<file path="src/rtl/ram_req_pkg.sv">
// Shared helpers and request type for the RAM port requester.
// Latency: n/a (types and constant functions only).
// Backpressure: n/a.
package ram_req_pkg;

    localparam int unsigned REQ_ADDR_WIDTH = 8;
    localparam int unsigned REQ_NUM_BYTES  = 4;
    localparam int unsigned REQ_DATA_WIDTH = 32;

    // Request as seen on the handshake, at the default port geometry.
    typedef struct packed {
        logic [REQ_NUM_BYTES-1:0]  we;
        logic [REQ_ADDR_WIDTH-1:0] addr;
        logic [REQ_DATA_WIDTH-1:0] data;
    } ram_req_t;

    function automatic int unsigned ram_clog2(input int unsigned value);
        int unsigned r;
        r = 0;
        for (int unsigned v = 1; v < value; v = v << 1) begin
            r = r + 1;
        end
        return r;
    endfunction

    // RAM read latency: one base register plus the configured extra stages.
    function automatic int unsigned ram_lat(input int unsigned pipe_stages);
        return pipe_stages + 1;
    endfunction

endpackage

</file>
<file path="src/rtl/ram_rsp_fifo.sv">
// Response FIFO holding captured RAM read data in arrival order.
// Latency: a push is visible on the output the cycle after the push edge; no bypass.
// Backpressure: none internally; the caller's credit count guarantees a free slot on every push.
module ram_rsp_fifo
    import ram_req_pkg::*;
#(
    parameter  int unsigned DEPTH = 4,
    parameter  int unsigned WIDTH = 32,
    localparam int unsigned CW    = ram_clog2(DEPTH) + 1
) (
    input  logic             clk_i,
    input  logic             rst_n_i,
    input  logic             push_i,
    input  logic [WIDTH-1:0] push_dat_i,
    input  logic             pop_i,
    output logic [WIDTH-1:0] pop_dat_o,
    output logic [CW-1:0]    count_o
);

    localparam int unsigned PW = (DEPTH > 1) ? ram_clog2(DEPTH) : 1;

    logic [WIDTH-1:0] mem_q [DEPTH];
    logic [PW-1:0]    wr_ptr_q, wr_ptr_d;
    logic [PW-1:0]    rd_ptr_q, rd_ptr_d;
    logic [CW-1:0]    cnt_q, cnt_d;
    logic             not_empty;
    logic             do_pop;

    function automatic logic [PW-1:0] ptr_inc(input logic [PW-1:0] p);
        return (p == PW'(DEPTH - 1)) ? '0 : p + 1'b1;
    endfunction

    assign not_empty = (cnt_q != '0);
    assign do_pop    = pop_i & not_empty;
    assign pop_dat_o = not_empty ? mem_q[rd_ptr_q] : '0;
    assign count_o   = cnt_q;

    always_comb begin
        wr_ptr_d = wr_ptr_q;
        rd_ptr_d = rd_ptr_q;
        cnt_d    = cnt_q;
        if (push_i) begin
            wr_ptr_d = ptr_inc(wr_ptr_q);
        end
        if (do_pop) begin
            rd_ptr_d = ptr_inc(rd_ptr_q);
        end
        case ({push_i, do_pop})
            2'b10:   cnt_d = cnt_q + 1'b1;
            2'b01:   cnt_d = cnt_q - 1'b1;
            default: cnt_d = cnt_q;
        endcase
    end

    always_ff @(posedge clk_i) begin
        if (!rst_n_i) begin
            wr_ptr_q <= '0;
            rd_ptr_q <= '0;
            cnt_q    <= '0;
        end else begin
            wr_ptr_q <= wr_ptr_d;
            rd_ptr_q <= rd_ptr_d;
            cnt_q    <= cnt_d;
        end
    end

    // Storage needs no reset: entries are only visible once counted.
    always_ff @(posedge clk_i) begin
        if (push_i) begin
            mem_q[wr_ptr_q] <= push_dat_i;
        end
    end

endmodule

</file>
<file path="src/rtl/ram_port_requester.sv">
// Drives one byte-write RAM port from a valid/ready request stream; optional stall counter under RAM_REQ_STALL_CNT_EN.
// Latency: RAM signals registered (+1); read data valid READ_PIPE_STAGES+2 cycles after acceptance.
// Backpressure: req_ready_o drops when in-flight reads plus queued responses reach RSP_DEPTH.
module ram_port_requester
    import ram_req_pkg::*;
#(
    parameter int unsigned READ_PIPE_STAGES = 0,
    parameter int unsigned ADDR_WIDTH       = 8,
    parameter int unsigned NUM_BYTES        = 4,
    parameter int unsigned BYTE_WIDTH       = 8,
    parameter int unsigned DATA_WIDTH       = NUM_BYTES * BYTE_WIDTH,
    parameter int unsigned RSP_DEPTH        = 4
) (
    input  logic                  clk_i,
    input  logic                  rst_n_i,
    input  logic                  req_valid_i,
    output logic                  req_ready_o,
    input  logic [NUM_BYTES-1:0]  req_we_i,
    input  logic [ADDR_WIDTH-1:0] req_addr_i,
    input  logic [DATA_WIDTH-1:0] req_data_i,
    output logic                  rsp_valid_o,
    input  logic                  rsp_ready_i,
    output logic [DATA_WIDTH-1:0] rsp_data_o,
    output logic [NUM_BYTES-1:0]  ram_we_o,
    output logic [ADDR_WIDTH-1:0] ram_addr_o,
    output logic [DATA_WIDTH-1:0] ram_din_o,
    input  logic [DATA_WIDTH-1:0] ram_dout_i
`ifdef RAM_REQ_STALL_CNT_EN
    ,
    output logic [31:0]           stall_cnt_o
`endif
);

    localparam int unsigned LAT = ram_lat(READ_PIPE_STAGES);
    localparam int unsigned CW  = ram_clog2(RSP_DEPTH) + 1;

    typedef struct packed {
        logic [NUM_BYTES-1:0]  we;
        logic [ADDR_WIDTH-1:0] addr;
        logic [DATA_WIDTH-1:0] data;
    } req_t;

    req_t          ram_q, ram_d;
    logic [LAT:0]  tag_q, tag_d;
    logic [CW-1:0] credit_q, credit_d;
    logic [CW-1:0] fifo_count;
    logic          req_acc;
    logic          rd_acc;
    logic          rsp_pop;

    assign req_ready_o = rst_n_i & (credit_q < CW'(RSP_DEPTH));
    assign req_acc     = req_valid_i & req_ready_o;
    assign rd_acc      = req_acc & (req_we_i == '0);
    assign rsp_valid_o = (fifo_count != '0);
    assign rsp_pop     = rsp_valid_o & rsp_ready_i;

    assign ram_we_o    = ram_q.we;
    assign ram_addr_o  = ram_q.addr;
    assign ram_din_o   = ram_q.data;

    always_comb begin
        ram_d    = ram_q;
        ram_d.we = '0;
        if (req_acc) begin
            ram_d.we   = req_we_i;
            ram_d.addr = req_addr_i;
            ram_d.data = req_data_i;
        end
        // One slot for the output register plus LAT for the RAM itself.
        tag_d    = {tag_q[LAT-1:0], rd_acc};
        credit_d = credit_q;
        case ({rd_acc, rsp_pop})
            2'b10:   credit_d = credit_q + 1'b1;
            2'b01:   credit_d = credit_q - 1'b1;
            default: credit_d = credit_q;
        endcase
    end

    always_ff @(posedge clk_i) begin
        if (!rst_n_i) begin
            ram_q    <= '0;
            tag_q    <= '0;
            credit_q <= '0;
        end else begin
            ram_q    <= ram_d;
            tag_q    <= tag_d;
            credit_q <= credit_d;
        end
    end

    ram_rsp_fifo #(
        .DEPTH (RSP_DEPTH),
        .WIDTH (DATA_WIDTH)
    ) u_rsp_fifo (
        .clk_i      (clk_i),
        .rst_n_i    (rst_n_i),
        .push_i     (tag_q[LAT]),
        .push_dat_i (ram_dout_i),
        .pop_i      (rsp_pop),
        .pop_dat_o  (rsp_data_o),
        .count_o    (fifo_count)
    );

`ifdef RAM_REQ_STALL_CNT_EN
    logic [31:0] stall_q, stall_d;

    always_comb begin
        stall_d = stall_q;
        if (req_valid_i && !req_ready_o && (stall_q != '1)) begin
            stall_d = stall_q + 32'd1;
        end
    end

    always_ff @(posedge clk_i) begin
        if (!rst_n_i) begin
            stall_q <= '0;
        end else begin
            stall_q <= stall_d;
        end
    end

    assign stall_cnt_o = stall_q;
`endif

endmodule
</file>
<file path="config.mk">
export PLATFORM = sky130hd
export DESIGN_NAME = ram_port_requester
export DESIGN_NICKNAME = d
export VERILOG_FILES = /design/src/rtl/ram_req_pkg.sv /design/src/rtl/ram_rsp_fifo.sv /design/src/rtl/ram_port_requester.sv
export SDC_FILE = /design/constraint.sdc
export NUM_CORES = 1
export LEC_CHECK = 0
export BUFFER_PORTS_ARGS = -buffer_cell sky130_fd_sc_hd__clkbuf_2
export CAP_MARGIN = 20
export CORE_UTILIZATION = 50
export DETAILED_ROUTE_END_ITERATION = 8
export GPL_ROUTABILITY_DRIVEN = 0
export PLACE_DENSITY = 0.77
export SLEW_MARGIN = 5
export SYNTH_ARGS = -nofsm -noshare
export SYNTH_HDL_FRONTEND = slang
export SYNTH_SLANG_ARGS = --single-unit
</file>
<file path="constraint.sdc">
create_clock -name clk_i -period 2.79 [get_ports clk_i]
set_input_delay 0.558 -clock clk_i [delete_from_list [all_inputs] [get_ports clk_i]]
set_output_delay 0.558 -clock clk_i [all_outputs]
set_load 0.005 [all_outputs]
</file>
==> summary.md <==
| Metric | Value |
|---|---|
| I/O Pins | `158` |
| Worst R2R Setup Slack | `0.64 ns` |
| Net Switching | `0.00109 W` |
| Cts repair resizes | `0` |
| Net Sw Frac | `19.9%` |
| Largest net degree at the start of global routing | `85` |
| Antenna Cells | `0` |
| Clk pwr share | `41.0%` |
| Fin nets | `708` |
| Vias in the first global route | `4196` |
| Synthesized area per cell | `15.3 um^2` |
| Gate Count Post-Synth | `460` |
| Skew-Pair Late Insertion Delay | `0.42 ns` |
| Final setup vio count | `0` |
| Top delay family on crit path | `multiplexers` |
| Starting Density | `51.0%` |
| Overall power | `0.00551 W` |
| Crit path DAT | `1.89 ns` |
| Setup crit end kind | `output port` |
| Min-delay src | `req_data_i[4]` |
| Htree depth | `4` |
| Crit-path slowest cell | `mux4_1` |
| Worst Hold Depth | `3` |
| Fillers | `1035` |
| Grt total ovfl | `0` |
| CP Max Fanout | `32` |
| Synthesis-to-layout area growth | `21.1%` |
| Crit start category | `flip-flop` |
| Port Buffers | `157` |
| Synth unique cells | `28` |
| Register area share after synthesis | `70.9%` |
| Req. time, crit path | `2.23 ns` |
| Final ANT Viol Nets | `0` |
| Drt via density | `5.12` |
| Max-Cap Viols | `0` |
| CTS root buffer | `clkbuf_16` |
| Outcome | `complete, no violations` |
| Placed cells | `780` |
| Worst R2R Path Depth | `9` |
| FF+latch count, synth | `186` |
| Global-route wire length before repair | `20800 um` |
| FF-to-FF End | `credit_q[2]` |
| Non-filler cells, final | `811` |
| Comb pwr share | `4.2%` |
| Die width | `121 um` |
| DP HPWL | `8960 um` |
| Tightest Hold Check Type | `primary input to flip-flop` |
| Initial antenna violation count | `0` |
| Crit Reg-Reg Startpoint | `credit_q[2]` |
| Crit-path cells | `buf_12 > mux4_1 > and2_1 > clkbuf_2` |
| TNS Setup | `0 ns` |
| Fmax achieved | `408 MHz` |
| Minimum clock period | `2.45 ns` |
| CTS tree | `built` |
| Vias | `4149` |
| Seq pwr share | `54.8%` |
| CTS sink count | `186` |
| Hold buffers post-CTS | `0` |
| VDD IR max | `0.000432 V` |
| Full die area | `14600 um^2` |
| Post-Route WL | `13300 um` |
| Die Y | `121 um` |
| GRT Util Overall | `19.3%` |
| Finished Core Util | `61.8%` |
| Drt wl/cell | `16.4 um` |
| Pwr Density | `645 nW/um^2` |
| Clk buf depth | `2` |
| Slew Viols, Final | `0` |
| Residual DRC count | `0` |
| Yosys warnings | `0` |
| Slew headroom | `57.3%` |
| Post-CTS setup buffer count | `0` |
| Tcrit/Tclk final | `87.8%` |
| Layout cells sized above 1 | `35.8%` |
| Slowest cell delay on critical path | `0.57 ns` |
| Hold EP | `ram_din_o[4]` |
| RSZ-0062 raised after global routing | `false` |
| Num CTS Buffers | `17` |
| Crit path buf inv count | `2` |
| Mapped cell area | `7050 um^2` |
| Worst hold slack | `0.331 ns` |
| Placeable Area | `13800 um^2` |
| Synth Net Count | `549` |
| Max Clock Skew | `0.00769 ns` |
| Drt pass-1 iters | `4` |
| Worst setup path category | `flip-flop to output port` |
| CTS clk-pin slew, worst paths | `0.06 ns` |
| Worst slew pin tran | `0.641 ns` |
| Row count | `43` |
| 1st-iter DRT viols | `256` |
| Pleak | `3.20 nW` |
| Internal | `0.00441 W` |
| Final hold violation count | `0` |
-- power by group through the flow --
stage               Combinational, W  Clock, W  Sequential [W]
floorplan                  0.0000867         0         0.00308
global placement            0.000221         0         0.00308
detailed placement          0.000232         0         0.00308
CTS                         0.000232   0.00228         0.00302
global route                0.000258   0.00239         0.00302
finish                      0.000230   0.00226         0.00302
-- state kept, by name, indices dropped and copies added, names as in the netlist, named ones only --
name and count:
tag_q 2, u_rsp_fifo.wr_ptr_q 2, ram_we_o 4, u_rsp_fifo.rd_ptr_q 2, u_rsp_fifo.count_o 3, ram_din_o 32
ram_addr_o 8, u_rsp_fifo.mem_q 128, credit_q 3
-- layout make-up --
type | instances | area [um^2] | share of cell area, %
Sequential cell | 186 | 5010 | 58.6
Multi-Input combinational cell | 238 | 1850 | 21.7
Timing Repair Buffer | 166 | 878 | 10.3
Clock buffer | 23 | 448 | 5.24
Tap cell | 180 | 225 | 2.64
Clock inverter | 8 | 96.3 | 1.13
Inverter | 10 | 37.5 | 0.439
-- stage by stage --
stage	cell area, um^2	worst slack, ns
floorplan	7050	0.316
global placement	8000	0.414
detailed placement	8000	0.355
CTS	8540	0.298
global route	8540	0.239
finish	8540	0.340
-- cell usage after synthesis --
| master | n | area share [%] |
|---|---|---|
| buf_6 | 1 | 0.16 |
| edfxtp_1 | 128 | 54 |
| buf_12 | 3 | 0.85 |
| inv_1 | 10 | 0.53 |
| nand3_1 | 1 | 0.071 |
| mux2i_1 | 2 | 0.28 |
| dfxtp_1 | 58 | 16 |
| and2_1 | 46 | 4.1 |
| nand2_1 | 85 | 4.5 |
| buf_2 | 9 | 0.64 |
| and3b_1 | 1 | 0.12 |
| xor2_1 | 2 | 0.25 |
| clkbuf_2 | 2 | 0.14 |
| a21oi_1 | 1 | 0.071 |
| and2_4 | 1 | 0.12 |
| ha_1 | 7 | 1.2 |
| mux4_1 | 2 | 0.74 |
| nor3b_1 | 2 | 0.21 |
| clkbuf_1 | 11 | 0.59 |
| o21ai_1 | 1 | 0.071 |
| nor4_1 | 1 | 0.089 |
| mux4_2 | 30 | 9.6 |
| a21boi_0 | 2 | 0.21 |
| nor2b_1 | 3 | 0.27 |
| xnor2_1 | 2 | 0.25 |
| or3_1 | 3 | 0.27 |
| o21ai_0 | 44 | 3.1 |
| fa_1 | 2 | 0.57 |
-- per-layer routing --
metal  vias to the layer above  track usage (%)  routed length (um)
met5                         -                0                   0
met4                         0             9.26                 305
met3                        21             4.86                 809
met2                       166             33.2                6650
met1                      1990             22.5                5550
li1                       1972                -                   -
-- worst reg2reg max path, stage by stage (launching register included) --
cell,delay [ns]
dfxtp_1,0.38
and3b_2,0.23
and2_1,0.15
inv_1,0.06
ha_1,0.19
inv_1,0.06
fa_1,0.38
xor2_1,0.18
or3_1,0.29
a21boi_0,0.17
-- logic make-up after synthesis --
logic type | count (synthesis) | share of synthesized area [%]
XOR/XNOR | 4 | 0.497
AND/OR/NAND/NOR | 143 | 9.76
AO/OA/AOI/OAI | 48 | 3.48
buffers and inverters | 36 | 2.91
multiplexers | 34 | 10.6
adder cells (fa/ha/maj) | 9 | 1.81
flip-flops | 186 | 70.9
-- how the worst max path moves through the flow --
stage,cells past startpoint,slack [ns],to
floorplan,11,0.32,credit_q[2]
global placement,10,0.41,credit_q[2]
detailed placement,10,0.36,credit_q[2]
CTS,4,0.30,rsp_data_o[20]
global route,4,0.24,rsp_data_o[20]
finish,4,0.34,rsp_data_o[20]
-- placed cells by master, fill, tap and decap left out, types with 4 or more instances in the layout --
| cell | n |
|---|---|
| dfxtp_1 | 56 |
| nand2_1 | 85 |
| edfxtp_1 | 128 |
| clkbuf_16 | 17 |
| mux4_2 | 30 |
| and2_2 | 4 |
| buf_4 | 7 |
| inv_1 | 10 |
| clkbuf_2 | 157 |
| clkbuf_1 | 6 |
| ha_1 | 7 |
| o21ai_0 | 44 |
| and2_1 | 42 |
No activity file was read; power rests on OpenSTA's default activity.
